## src/rtl/trig_pkg.sv

```systemverilog
// -----------------------------------------------------------------------------
// trig_pkg
// Shared definitions for the coincidence trigger engine:
//   - trig_mode_e : run-time trigger mode encoding (values 5..7 behave as OFF)
//   - DEF_*       : default parameter values for the engine
//   - sat_inc16   : saturating 16-bit increment used by the lost-event counter
// -----------------------------------------------------------------------------
package trig_pkg;

  typedef enum logic [2:0] {
    OFF  = 3'd0,
    ANY  = 3'd1,
    MULT = 3'd2,
    COIN = 3'd3,
    ROLL = 3'd4
  } trig_mode_e;

  localparam int DEF_NCH    = 64;
  localparam int DEF_NLAYER = 4;
  localparam int DEF_NOUT   = 16;
  localparam int DEF_SW     = 6;
  localparam int DEF_DTW    = 8;
  localparam int DEF_TSW    = 56;

  localparam logic [15:0] LOST_MAX = 16'hFFFF;

  // Increment that sticks at all-ones instead of wrapping.
  function automatic logic [15:0] sat_inc16(input logic [15:0] v);
    logic [15:0] r;
    if (v == LOST_MAX) begin
      r = v;
    end else begin
      r = v + 16'd1;
    end
    return r;
  endfunction

endpackage

```

## src/rtl/coincidence_trigger_engine_if.sv

```systemverilog
// -----------------------------------------------------------------------------
// coincidence_trigger_engine_if
// Event-record channel of the trigger engine (valid/ready handshake).
//   evt_valid : record available               (master -> slave)
//   evt_ready : consumer accepts the record     (slave  -> master)
//   evt_ts    : TSW-bit timestamp of the fire   (master -> slave)
//   evt_mode  : mode that fired                 (master -> slave)
//   evt_cols  : column-active mask at the fire  (master -> slave)
//   evt_lost  : saturating dropped-fire count   (master -> slave)
// -----------------------------------------------------------------------------
interface coincidence_trigger_engine_if
  import trig_pkg::*;
#(
  parameter int NCOL = DEF_NCH / DEF_NLAYER,
  parameter int TSW  = DEF_TSW
);

  logic            evt_valid;
  logic            evt_ready;
  logic [TSW-1:0]  evt_ts;
  logic [2:0]      evt_mode;
  logic [NCOL-1:0] evt_cols;
  logic [15:0]     evt_lost;

  modport master (
    output evt_valid, evt_ts, evt_mode, evt_cols, evt_lost,
    input  evt_ready
  );

  modport slave (
    input  evt_valid, evt_ts, evt_mode, evt_cols, evt_lost,
    output evt_ready
  );

endinterface

```

## src/rtl/trig_stretch.sv

```systemverilog
// -----------------------------------------------------------------------------
// trig_stretch
// One retriggerable pulse stretcher. A hit loads the stretch length; otherwise
// the counter runs down to zero. The channel counts as active while nonzero.
//   clk_i    : clock
//   rst_i    : asynchronous active-high reset
//   hit_i    : registered, masked, active-high channel hit
//   len_i    : stretch length in clocks (0 = channel never becomes active)
//   active_o : counter nonzero
// -----------------------------------------------------------------------------
module trig_stretch #(
  parameter int SW = 6
) (
  input  logic          clk_i,
  input  logic          rst_i,
  input  logic          hit_i,
  input  logic [SW-1:0] len_i,
  output logic          active_o
);

  logic [SW-1:0] cnt_q;
  logic [SW-1:0] cnt_d;

  // Next count: reload on every hit so back-to-back hits extend the window.
  always_comb begin
    cnt_d = cnt_q;
    if (hit_i) begin
      cnt_d = len_i;
    end else if (cnt_q != '0) begin
      cnt_d = cnt_q - SW'(1);
    end else begin
      cnt_d = cnt_q;
    end
  end

  // Stretch counter register.
  always_ff @(posedge clk_i or posedge rst_i) begin
    if (rst_i) begin
      cnt_q <= '0;
    end else begin
      cnt_q <= cnt_d;
    end
  end

  assign active_o = (cnt_q != '0);

endmodule

```

## src/rtl/coincidence_trigger_engine.sv

```systemverilog
// -----------------------------------------------------------------------------
// coincidence_trigger_engine
// Trigger decision engine: masks and stretches NCH active-low inputs arranged as
// NLAYER layers x NCOL columns (channel i -> layer i/NCOL, column i%NCOL),
// evaluates the selected trigger mode under prescale, busy veto and deadtime,
// drives programmable-width output pulses and offers a timestamped event record.
//
// Pipeline (input sampled at edge t):
//   t   S0 inreg       t+1 S1 stretch     t+2 S2 nact/col_act/prescale
//   t+3 fire decision (dead, output counters, fire_count update)
//   t+4 trig_out high, event record loaded
//
// Ports:
//   clk_adc, rst           : clock, asynchronous active-high reset
//   coax_in, chan_mask     : raw active-low inputs, channel enables
//   coincidence_time       : stretch length in clocks
//   mode                   : 0 off, 1 any, 2 mult, 3 layer coinc, 4 rolling
//   mult_thresh, min_layers: mode 2 / mode 3 thresholds
//   busy_ok, randnum, prescale : veto and prescale (ignored in mode 4)
//   dead_time, roll_period : deadtime after a fire, rolling period
//   out_mask, out_width    : outputs to pulse on a fire, pulse length
//   trig_out, fire_count   : trigger pulses, wrapping fire counter
//   evt                    : event record channel (master side)
// -----------------------------------------------------------------------------
module coincidence_trigger_engine
  import trig_pkg::*;
#(
  parameter int NCH    = DEF_NCH,
  parameter int NLAYER = DEF_NLAYER,
  parameter int NOUT   = DEF_NOUT,
  parameter int SW     = DEF_SW,
  parameter int DTW    = DEF_DTW,
  parameter int TSW    = DEF_TSW
) (
  input  logic            clk_adc,
  input  logic            rst,
  input  logic [NCH-1:0]  coax_in,
  input  logic [NCH-1:0]  chan_mask,
  input  logic [SW-1:0]   coincidence_time,
  input  logic [2:0]      mode,
  input  logic [7:0]      mult_thresh,
  input  logic [2:0]      min_layers,
  input  logic            busy_ok,
  input  logic [31:0]     randnum,
  input  logic [31:0]     prescale,
  input  logic [DTW-1:0]  dead_time,
  input  logic [31:0]     roll_period,
  input  logic [NOUT-1:0] out_mask,
  input  logic [SW-1:0]   out_width,
  output logic [NOUT-1:0] trig_out,
  output logic [31:0]     fire_count,
  coincidence_trigger_engine_if.master evt
);

  localparam int NCOL  = NCH / NLAYER;
  localparam int NACTW = $clog2(NCH + 1);
  localparam int LW    = $clog2(NLAYER + 1);

  // ---------------------------------------------------------------- S0 / S1
  logic [NCH-1:0] inreg_q;
  logic [NCH-1:0] act_s;

  // S0: convert active-low inputs and apply the channel enables.
  always_ff @(posedge clk_adc or posedge rst) begin
    if (rst) begin
      inreg_q <= '0;
    end else begin
      inreg_q <= ~coax_in & chan_mask;
    end
  end

  for (genvar i = 0; i < NCH; i++) begin : g_ch
    trig_stretch #(.SW(SW)) u_stretch (
      .clk_i    (clk_adc),
      .rst_i    (rst),
      .hit_i    (inreg_q[i]),
      .len_i    (coincidence_time),
      .active_o (act_s[i])
    );
  end

  // ---------------------------------------------------------------- S2
  logic [NACTW-1:0] nact_d;
  logic [NACTW-1:0] nact_q;
  logic [LW-1:0]    lay_s [NCOL];
  logic [NCOL-1:0]  col_act_d;
  logic [NCOL-1:0]  col_act_q;
  logic             prescale_pass_q;

  // S2 combinational: total active count and per-column layer counts.
  always_comb begin
    nact_d = '0;
    for (int i = 0; i < NCH; i++) begin
      nact_d = nact_d + NACTW'(act_s[i]);
    end
    for (int c = 0; c < NCOL; c++) begin
      lay_s[c] = '0;
      for (int l = 0; l < NLAYER; l++) begin
        lay_s[c] = lay_s[c] + LW'(act_s[l*NCOL + c]);
      end
      col_act_d[c] = (32'(lay_s[c]) >= 32'(min_layers));
    end
  end

  // S2 registers, including the prescale decision for the same slot.
  always_ff @(posedge clk_adc or posedge rst) begin
    if (rst) begin
      nact_q          <= '0;
      col_act_q       <= '0;
      prescale_pass_q <= 1'b0;
    end else begin
      nact_q          <= nact_d;
      col_act_q       <= col_act_d;
      prescale_pass_q <= (randnum <= prescale);
    end
  end

  // ---------------------------------------------------------------- S3
  trig_mode_e      mode_s;
  logic [31:0]     roll_q;
  logic [31:0]     roll_d;
  logic            roll_hit_s;
  logic            cond_s;
  logic            fire_s;
  logic [DTW-1:0]  dead_q;
  logic [DTW-1:0]  dead_d;
  logic [SW-1:0]   out_cnt_q [NOUT];
  logic [SW-1:0]   out_cnt_d [NOUT];
  logic [NOUT-1:0] trig_d;
  logic [NOUT-1:0] trig_q;
  logic [31:0]     fire_count_q;
  logic [31:0]     fire_count_d;
  logic [TSW-1:0]  ts_q;

  assign mode_s = trig_mode_e'(mode);

  // Trigger condition and fire rule; rolling mode bypasses busy and prescale.
  always_comb begin
    cond_s     = 1'b0;
    // A zero period would otherwise match only after 2^32 clocks; block it.
    roll_hit_s = (roll_period != 32'd0) && (roll_q == (roll_period - 32'd1));
    case (mode_s)
      ANY:     cond_s = (nact_q != '0);
      MULT:    cond_s = ({{(32-NACTW){1'b0}}, nact_q} >= {24'd0, mult_thresh});
      COIN:    cond_s = |col_act_q;
      ROLL:    cond_s = roll_hit_s;
      default: cond_s = 1'b0;
    endcase
    fire_s = cond_s && (dead_q == '0) &&
             ((mode_s == ROLL) || (busy_ok && prescale_pass_q));
  end

  // Next state for roll counter, deadtime, output counters and fire count.
  always_comb begin
    if ((mode_s != ROLL) || roll_hit_s) begin
      roll_d = 32'd0;
    end else begin
      roll_d = roll_q + 32'd1;
    end

    if (fire_s) begin
      dead_d = dead_time;
    end else if (dead_q != '0) begin
      dead_d = dead_q - DTW'(1);
    end else begin
      dead_d = dead_q;
    end

    for (int k = 0; k < NOUT; k++) begin
      if (fire_s && out_mask[k]) begin
        out_cnt_d[k] = out_width;
      end else if (out_cnt_q[k] != '0) begin
        out_cnt_d[k] = out_cnt_q[k] - SW'(1);
      end else begin
        out_cnt_d[k] = out_cnt_q[k];
      end
      trig_d[k] = (out_cnt_q[k] != '0);
    end

    if (fire_s) begin
      fire_count_d = fire_count_q + 32'd1;
    end else begin
      fire_count_d = fire_count_q;
    end
  end

  // Decision-stage registers, output pulse registers and the timestamp.
  always_ff @(posedge clk_adc or posedge rst) begin
    if (rst) begin
      roll_q       <= 32'd0;
      dead_q       <= '0;
      trig_q       <= '0;
      fire_count_q <= 32'd0;
      ts_q         <= '0;
      for (int k = 0; k < NOUT; k++) begin
        out_cnt_q[k] <= '0;
      end
    end else begin
      roll_q       <= roll_d;
      dead_q       <= dead_d;
      trig_q       <= trig_d;
      fire_count_q <= fire_count_d;
      ts_q         <= ts_q + TSW'(1);
      out_cnt_q    <= out_cnt_d;
    end
  end

  assign trig_out   = trig_q;
  assign fire_count = fire_count_q;

  // ---------------------------------------------------------------- event record
  // The fire and its context are held one clock so the record appears in the
  // same cycle as the first output pulse clock.
  logic            fire_q;
  logic [TSW-1:0]  snap_ts_q;
  logic [2:0]      snap_mode_q;
  logic [NCOL-1:0] snap_cols_q;

  logic            evt_valid_q, evt_valid_d;
  logic [TSW-1:0]  evt_ts_q, evt_ts_d;
  logic [2:0]      evt_mode_q, evt_mode_d;
  logic [NCOL-1:0] evt_cols_q, evt_cols_d;
  logic [15:0]     evt_lost_q, evt_lost_d;

  // Snapshot of the decision-cycle context.
  always_ff @(posedge clk_adc or posedge rst) begin
    if (rst) begin
      fire_q      <= 1'b0;
      snap_ts_q   <= '0;
      snap_mode_q <= 3'd0;
      snap_cols_q <= '0;
    end else begin
      fire_q      <= fire_s;
      snap_ts_q   <= ts_q;
      snap_mode_q <= mode;
      snap_cols_q <= col_act_q;
    end
  end

  // Single-entry buffer: load when empty or drained this cycle, else count loss.
  always_comb begin
    evt_valid_d = evt_valid_q;
    evt_ts_d    = evt_ts_q;
    evt_mode_d  = evt_mode_q;
    evt_cols_d  = evt_cols_q;
    evt_lost_d  = evt_lost_q;
    if (fire_q) begin
      if (!evt_valid_q || evt.evt_ready) begin
        evt_valid_d = 1'b1;
        evt_ts_d    = snap_ts_q;
        evt_mode_d  = snap_mode_q;
        evt_cols_d  = snap_cols_q;
      end else begin
        evt_lost_d  = sat_inc16(evt_lost_q);
      end
    end else if (evt.evt_ready) begin
      evt_valid_d = 1'b0;
    end else begin
      evt_valid_d = evt_valid_q;
    end
  end

  // Event record registers.
  always_ff @(posedge clk_adc or posedge rst) begin
    if (rst) begin
      evt_valid_q <= 1'b0;
      evt_ts_q    <= '0;
      evt_mode_q  <= 3'd0;
      evt_cols_q  <= '0;
      evt_lost_q  <= 16'd0;
    end else begin
      evt_valid_q <= evt_valid_d;
      evt_ts_q    <= evt_ts_d;
      evt_mode_q  <= evt_mode_d;
      evt_cols_q  <= evt_cols_d;
      evt_lost_q  <= evt_lost_d;
    end
  end

  assign evt.evt_valid = evt_valid_q;
  assign evt.evt_ts    = evt_ts_q;
  assign evt.evt_mode  = evt_mode_q;
  assign evt.evt_cols  = evt_cols_q;
  assign evt.evt_lost  = evt_lost_q;

endmodule

```

## src/flat_wrapper.sv

```systemverilog
// flat-port wrapper written by rule: the top's interface ports become plain ports
module coincidence_trigger_engine_flat import trig_pkg::*;
#(
  parameter int NCH    = DEF_NCH,
  parameter int NLAYER = DEF_NLAYER,
  parameter int NOUT   = DEF_NOUT,
  parameter int SW     = DEF_SW,
  parameter int DTW    = DEF_DTW,
  parameter int TSW    = DEF_TSW
)
  (clk_adc, rst, coax_in, chan_mask, coincidence_time, mode, mult_thresh, min_layers, busy_ok, randnum, prescale, dead_time, roll_period, out_mask, out_width, trig_out, fire_count, evt_evt_valid, evt_evt_ts, evt_evt_mode, evt_evt_cols, evt_evt_lost, evt_evt_ready);
  coincidence_trigger_engine_if #(.NCOL((16)), .TSW(TSW)) evt_i ();
  input  logic clk_adc;
  input  logic rst;
  input  logic [NCH-1:0] coax_in;
  input  logic [NCH-1:0] chan_mask;
  input  logic [SW-1:0] coincidence_time;
  input  logic [2:0] mode;
  input  logic [7:0] mult_thresh;
  input  logic [2:0] min_layers;
  input  logic busy_ok;
  input  logic [31:0] randnum;
  input  logic [31:0] prescale;
  input  logic [DTW-1:0] dead_time;
  input  logic [31:0] roll_period;
  input  logic [NOUT-1:0] out_mask;
  input  logic [SW-1:0] out_width;
  output logic [NOUT-1:0] trig_out;
  output logic [31:0] fire_count;
  output wire logic [$bits(evt_i.evt_valid)-1:0] evt_evt_valid;
  output wire logic [$bits(evt_i.evt_ts)-1:0] evt_evt_ts;
  output wire logic [$bits(evt_i.evt_mode)-1:0] evt_evt_mode;
  output wire logic [$bits(evt_i.evt_cols)-1:0] evt_evt_cols;
  output wire logic [$bits(evt_i.evt_lost)-1:0] evt_evt_lost;
  input wire logic [$bits(evt_i.evt_ready)-1:0] evt_evt_ready;
  assign evt_evt_valid = evt_i.evt_valid;
  assign evt_evt_ts = evt_i.evt_ts;
  assign evt_evt_mode = evt_i.evt_mode;
  assign evt_evt_cols = evt_i.evt_cols;
  assign evt_evt_lost = evt_i.evt_lost;
  assign evt_i.evt_ready = evt_evt_ready;
  coincidence_trigger_engine #(.NCH(NCH), .NLAYER(NLAYER), .NOUT(NOUT), .SW(SW), .DTW(DTW), .TSW(TSW)) u_core (.clk_adc(clk_adc), .rst(rst), .coax_in(coax_in), .chan_mask(chan_mask), .coincidence_time(coincidence_time), .mode(mode), .mult_thresh(mult_thresh), .min_layers(min_layers), .busy_ok(busy_ok), .randnum(randnum), .prescale(prescale), .dead_time(dead_time), .roll_period(roll_period), .out_mask(out_mask), .out_width(out_width), .trig_out(trig_out), .fire_count(fire_count), .evt(evt_i));
endmodule
```

## config.mk

```make
export PLATFORM = sky130hd
export DESIGN_NAME = coincidence_trigger_engine_flat
export DESIGN_NICKNAME = d
export VERILOG_FILES = /design/src/rtl/trig_pkg.sv /design/src/rtl/coincidence_trigger_engine_if.sv /design/src/rtl/trig_stretch.sv /design/src/rtl/coincidence_trigger_engine.sv /design/src/flat_wrapper.sv
export SDC_FILE = /design/constraint.sdc
export NUM_CORES = 2
export LEC_CHECK = 0
export ABC_AREA = 1
export BUFFER_PORTS_ARGS = -buffer_cell sky130_fd_sc_hd__buf_4
export CELL_PAD_IN_SITES_DETAIL_PLACEMENT = 1
export CELL_PAD_IN_SITES_GLOBAL_PLACEMENT = 1
export CORE_UTILIZATION = 40
export DETAILED_ROUTE_END_ITERATION = 8
export PLACE_DENSITY = 0.71
export SLEW_MARGIN = 30
export SYNTH_ARGS = -nofsm -noshare
export SYNTH_HDL_FRONTEND = slang
export SYNTH_SLANG_ARGS = --single-unit
```

## constraint.sdc

```tcl
create_clock -name clk_adc -period 38.2 [get_ports clk_adc]
set_clock_uncertainty 0.1 [all_clocks]
set_input_delay 7.64 -clock clk_adc [delete_from_list [all_inputs] [get_ports clk_adc]]
set_output_delay 7.64 -clock clk_adc [all_outputs]
set_load 0.05 [all_outputs]
```

After elaboration in Yosys (flattened, before gate mapping)

Cells that the tools add are included.

Latch bits: 0
Bits in writable memories: 0
Flip-flop bits (word level): 880
Memories kept: 0
Logic and storage cells: 686
Memory bits (read-only): 0
Input port bits: 278

Add/subtract/negate cells: 197
Multiply operators: 0
$lt $le $gt $ge: 18
Reductions and logical operators: 194
Divide/modulo/power cells: 0
Bitwise operators: 4
Eq/ne operators: 8
Mux-type cells: 167
Shift-type cells: 0

Operators by type and width:

| cell                    | number |
|---|---|
| $mux W6                 | 160 |
| $reduce_bool A6 Y1      | 80 |
| $sub A6 B1 Y6 const B   | 80 |
| $add A7 B1 Y7           | 62 |
| $reduce_bool A2 Y1      | 82 |
| $add A3 B1 Y3           | 32 |
| $add A32 B1 Y32 const B | 2 |
| $and A64 B64 Y64        | 1 |
| $not A64 Y64            | 1 |
| $add A56 B1 Y56 const B | 1 |
| $ge A3 B3 Y1            | 16 |
| $add A1 B1 Y2           | 17 |
| $eq A32 B32 Y1          | 1 |
| $le A32 B32 Y1          | 1 |
| $mux W32                | 1 |
| $reduce_bool A32 Y1     | 1 |
| $sub A32 B1 Y32 const B | 1 |
| $logic_and A1 B1 Y1     | 20 |
| $add A16 B1 Y16 const B | 1 |
| $eq A16 B16 Y1 const B  | 1 |
| $mux W8                 | 2 |
| $reduce_or A16 Y1       | 1 |
| $ge A7 B8 Y1            | 1 |
| $logic_not A8 Y1        | 1 |
| other kinds (15)        | 22 |

Depth between registers and ports, before layout

Word-level depth: 64
Mapped depth: 27
Gate-level depth less buffers: 27

Modules after synthesis

From an unflattened synthesis, not the netlist that was laid out.

Cells, all modules: 6,469
Area total of the unflattened synthesis: 53,188.5 µm²

By module, submodules not included:

| module                     | cells each | times used | area each (µm²) | sequential area each (µm²) |
|---|---|---|---|---|
| coincidence_trigger_engine | 3,013      | 1          | 27,163.6        | 12,411.9 |
| trig_stretch               | 54         | 64         | 406.6           | 150.1 |

Least setup slack after synthesis

OpenSTA, ideal clock, no wires.

Kind: input -> register
Start: in roll_period[0]
End: reg u_core.out_cnt_q[54] (netlist name)
Setup time: 0.119 ns
Slack: 28.447 ns
Arrival: 9.534 ns
Data required time: 37.981 ns
Stages: 19
Cells stage by stage: inv_1 > ha_1 > nand2_1 > nor2_4 > buf_6 > nand3_2 > inv_2 > nand2_1 > nand2_1 > nand2_1 > nor2_1 > nand2_1 > nor2_2 > nand4_2 > nand3_4 > buf_12 > nand3_2 > buf_6 > o21a_1

Cells in the longest elaborated chain, start to end: 8
Elaborated cells between the ends (all ways): 10
Those cells by class: 1 x add/sub; 1 x eq/ne; 2 x mux; 6 x reduce/logical

RTL lines:

| what                                          | RTL line                          | RTL |
|---|---|---|
| from (decl)                                   | flat_wrapper.sv:25                | `input logic [31:0] roll_period;` |
| $sub A32 B1 Y32                               | coincidence_trigger_engine.sv:141 | `roll_hit_s = (roll_period != 32'd0) && (roll_q == (roll_period - 32'd1));` |
| $eq A32 B32 Y1                                | coincidence_trigger_engine.sv:141 |  |
| $logic_and A1 B1 Y1 (*)                       | coincidence_trigger_engine.sv:141 |  |
| $pmux W1 S4 (*)                               | coincidence_trigger_engine.sv:142 | `case (mode_s)` |
| $logic_and A1 B1 Y1 (*) (2 in series)         | coincidence_trigger_engine.sv:149 | `fire_s = cond_s && (dead_q == '0) &&` |
| $logic_and A1 B1 Y1 (*)                       | coincidence_trigger_engine.sv:170 | `if (fire_s && out_mask[k]) begin` |
| $mux W6 or $reduce_bool A2 Y1 (tied branches) | --                                |  |
| to (signal assigned)                          | coincidence_trigger_engine.sv:204 | `out_cnt_q <= out_cnt_d;` |
| to (decl)                                     | coincidence_trigger_engine.sv:127 | `logic [SW-1:0] out_cnt_q [NOUT];` |

Every way passes the cells marked *; elsewhere a longest branch is shown, timed or not.
A chain may end at the register's enable or synchronous reset.

Worst setup path after layout

Start: in roll_period[0]
End: reg u_core.fire_count_q[8], in the netlist u_core.fire_count[8]

Cells in the longest elaborated chain, start to end: 6
Elaborated cells between the ends (all ways): 7
Those cells by class: 1 x add/sub; 1 x eq/ne; 1 x mux; 4 x reduce/logical

RTL lines:

| what                                  | RTL line                          | RTL |
|---|---|---|
| $sub A32 B1 Y32                       | coincidence_trigger_engine.sv:141 |  |
| $eq A32 B32 Y1                        | coincidence_trigger_engine.sv:141 |  |
| $logic_and A1 B1 Y1 (*)               | coincidence_trigger_engine.sv:141 |  |
| $pmux W1 S4 (*)                       | coincidence_trigger_engine.sv:142 |  |
| $logic_and A1 B1 Y1 (*) (2 in series) | coincidence_trigger_engine.sv:149 |  |
| to (signal assigned)                  | coincidence_trigger_engine.sv:202 | `fire_count_q <= fire_count_d;` |
| to (decl)                             | coincidence_trigger_engine.sv:131 | `logic [31:0] fire_count_q;` |

Marks and branches as above.

==> results_dict.tcl <==
set metrics [dict create \
    outcome "finished, final reports clean" \
    ant_nets 0 \
    layout-drive-gt1-share_pct 13.5 \
    dr.pass1.iters 5 \
    max_freq_ghz 0.0940 \
    drc_errors 0 \
    final_cell_mix "880 x dfrtp_1, 812 x inv_1, 738 x nand2_1" \
    final_nets 6161 \
    syn_avg_cell_area_um2 9.14 \
    min_path_cells 0 \
    grt_max_degree 102 \
    gp_congestion 0.842 \
    slew_headroom_pct 34.5 \
    leakage_uw 0.0268 \
    setup_tns_ns 0 \
    ys_async_sr_fraction_pct 100 \
    synthesis.instances 5133 \
    dp_hpwl_um 94800 \
    cts_buffer_depth 3 \
    synth-seq-cells 880 \
    finalCritPeriodShare_pct 27.9 \
    cts.sinks 880 \
    rsz0062_at_grt "false" \
    rows 125 \
    reg2reg_slack_ns 30.36 \
    hold_violations 0 \
    cts_setup_buffers 0 \
    drv_slew 0 \
    start_util_pct 40.4 \
    synth_warnings 0 \
    wirelength_um 132000 \
    ios 418 \
    critPathArrivalTime_ns 11.14 \
    min_to "u_core.snap_cols_q[1]" \
    tritoncts "done" \
    vdd_drop_max_mv 0.163 \
    grt_pass1_wl_um 213000 \
    num_vias 37100 \
    clock_latency_ns 0.71 \
    worstPathRequired_ns 38.70 \
    die_w_um 344 \
    crit_path_end_kind "register" \
    period_minus_slack_ns 10.64 \
    viasPerCell 5.15 \
    drt_iter0_drc 1657 \
    synth_edf_count 0 \
    cap_violations 0 \
    syn-cell-area_um2 46900 \
    p_per_area_nw_per_um2 78.2 \
    setup_viol 0 \
    min_from "u_core.col_act_q[1]" \
    dieArea_um2 119000 \
    timing.rr.end "u_core.nact_q[6]" \
    numCtsBuffers 100 \
    path_clk_slew_ns 0.06 \
    die-height_um 344 \
    core_region_area_um2 116000 \
    worst_pin_slew_ns 0.982 \
    yosysSeqAreaShare_pct 47.0 \
    root_buffer "clkbuf_16" \
    critPathKind "in2reg" \
    synthesis.nets 5712 \
    synthFlopType "dfrtp_1" \
    cts_max_level 3 \
    portBuffers 417 \
    gr-total-overflow 0 \
    hp-class "reg2reg" \
    r2r-start "u_core.g_ch[0].u_stretch.cnt_q[0]" \
    antenna_found_initial 7 \
    fin_util_pct 47.5 \
    reg2reg_depth 25 \
    grt_pass1_vias 39200 \
    area_growth_syn_to_layout_pct 17.6 \
    worst-path-max-fanout 54 \
    hold_buffers 0 \
    ys_types 56 \
    cts_resized 0 \
    post_drt_wl_per_cell_um 18.3 \
    grt_usage_pct 22.5 \
    final_common_cell "dfrtp_1" \
    crit_path_start_kind "input pin" \
]
==> sequential cells by signal, summed over array words and instances (netlist names), 3 cells and up <==
name                         cells
u_core.g_ch.u_stretch.cnt_q    384
u_core.out_cnt_q                96
u_core.inreg_q                  64
u_core.evt.evt_ts               56
u_core.snap_ts_q                56
u_core.ts_q                     56
u_core.fire_count               32
u_core.roll_q                   32
u_core.col_act_q                16
u_core.evt.evt_cols             16
u_core.evt.evt_lost             16
u_core.snap_cols_q              16
u_core.trig_out                 16
u_core.dead_q                    8
u_core.nact_q                    7
u_core.evt.evt_mode              3
u_core.snap_mode_q               3
==> layer usage <==
| metal | wire [um] | vias up | track usage (%) |
|---|---|---|---|
| li1 | - | 17800 | - |
| met1 | 60400 | 18600 | 29.8 |
| met2 | 64500 | 528 | 38.8 |
| met3 | 4150 | 167 | 3.05 |
| met4 | 2810 | 4 | 5.40 |
| met5 | 27 | - | 0 |
==> layout make-up <==
cell class | count | area (um^2)
antenna | 2 | 5.00
clock buffer | 132 | 2770
clock inverter | 56 | 699
fill | 13400 | 61000
inverter | 852 | 3210
multi-input combinational | 3306 | 21200
sequential | 880 | 22000
tap | 1524 | 1910
timing repair buffer | 442 | 3350
==> power by group <==
group          total [uW]  switching [uW]  leakage, uW  internal [uW]
clock network        1010             422      0.00168            585
logic                1860            1060       0.0140            802
registers            1450             211       0.0110           1240
==> metrics by stage <==
step	worst slack [ns]	instance area (um^2)	hold WS, ns	cells	total power (uW)
2_1_floorplan	5.73	46900	0.254	5133	2800
3_3_place_gp	26.70	51700	0.267	7004	3210
3_5_place_dp	26.48	51700	0.265	7004	3310
4_1_cts	27.25	55100	0.276	7192	4350
5_1_grt	27.14	55200	0.279	7193	4690
6_report	27.56	55200	0.276	7194	4310
==> synthesized netlist by cell type, types with 27 or more instances <==
master    number  area, um^2
xor2_1       166        1450
ha_1         231        2890
nor2_1       494        1850
o21ai_0      150         751
clkbuf_1      62         233
clkinv_1      33         124
nand2_1      739        2770
o21ai_1       43         215
a221oi_1      27         236
nand4_1       82         513
a21oi_1       71         355
inv_1        814        3060
nor3_1       145         726
fa_1          70        1400
xnor2_1      255        2230
o221ai_1      97         850
o211ai_1      43         323
o22ai_1      159         995
nand3_1      278        1390
dfrtp_1      880       22000
mux2_2        75         845
==> worst max-delay path, cell delays in order <==
cell and delay, ns:
buf_4 0.12, inv_1 0.08, ha_1 0.20, nand2_1 0.10, nor2_1 0.29, nand2_1 0.10, nand2_1 0.09, nand2_1 0.06
nand2_1 0.05, nand2_1 0.05, nor2_1 0.12, nand3_1 0.12, nor2_1 0.22, nand4_2 0.21, nand3_4 0.50, nand2_2 0.45
inv_2 0.46, nand2_1 0.11, nand2_1 0.08, nand2_1 0.05
==> kinds of logic after synthesis <==
logic type | count (synthesis) | share of synthesized area (%)
AND/OR/NAND/NOR | 1864 | 17.5
buffers and inverters | 947 | 7.88
flip-flops | 880 | 47.0
AO/OA/AOI/OAI | 645 | 8.81
XOR/XNOR | 421 | 7.86
adder cells (fa/ha/maj) | 301 | 9.15
multiplexers | 75 | 1.80
==> worst max path at each step <==
stage,start,depth (start not counted),slack (ns),to
after floorplan,rst,1,5.73,u_core.col_act_q[0]
after global placement,roll_period[0],15,26.70,u_core.fire_count[30]
after detailed placement,roll_period[0],15,26.48,u_core.fire_count[30]
after CTS,roll_period[0],15,27.25,u_core.fire_count[30]
after global routing,roll_period[0],20,27.14,u_core.fire_count[8]
final,roll_period[0],20,27.56,u_core.fire_count[8]
Note: power is estimated with default switching activity, not from simulation.
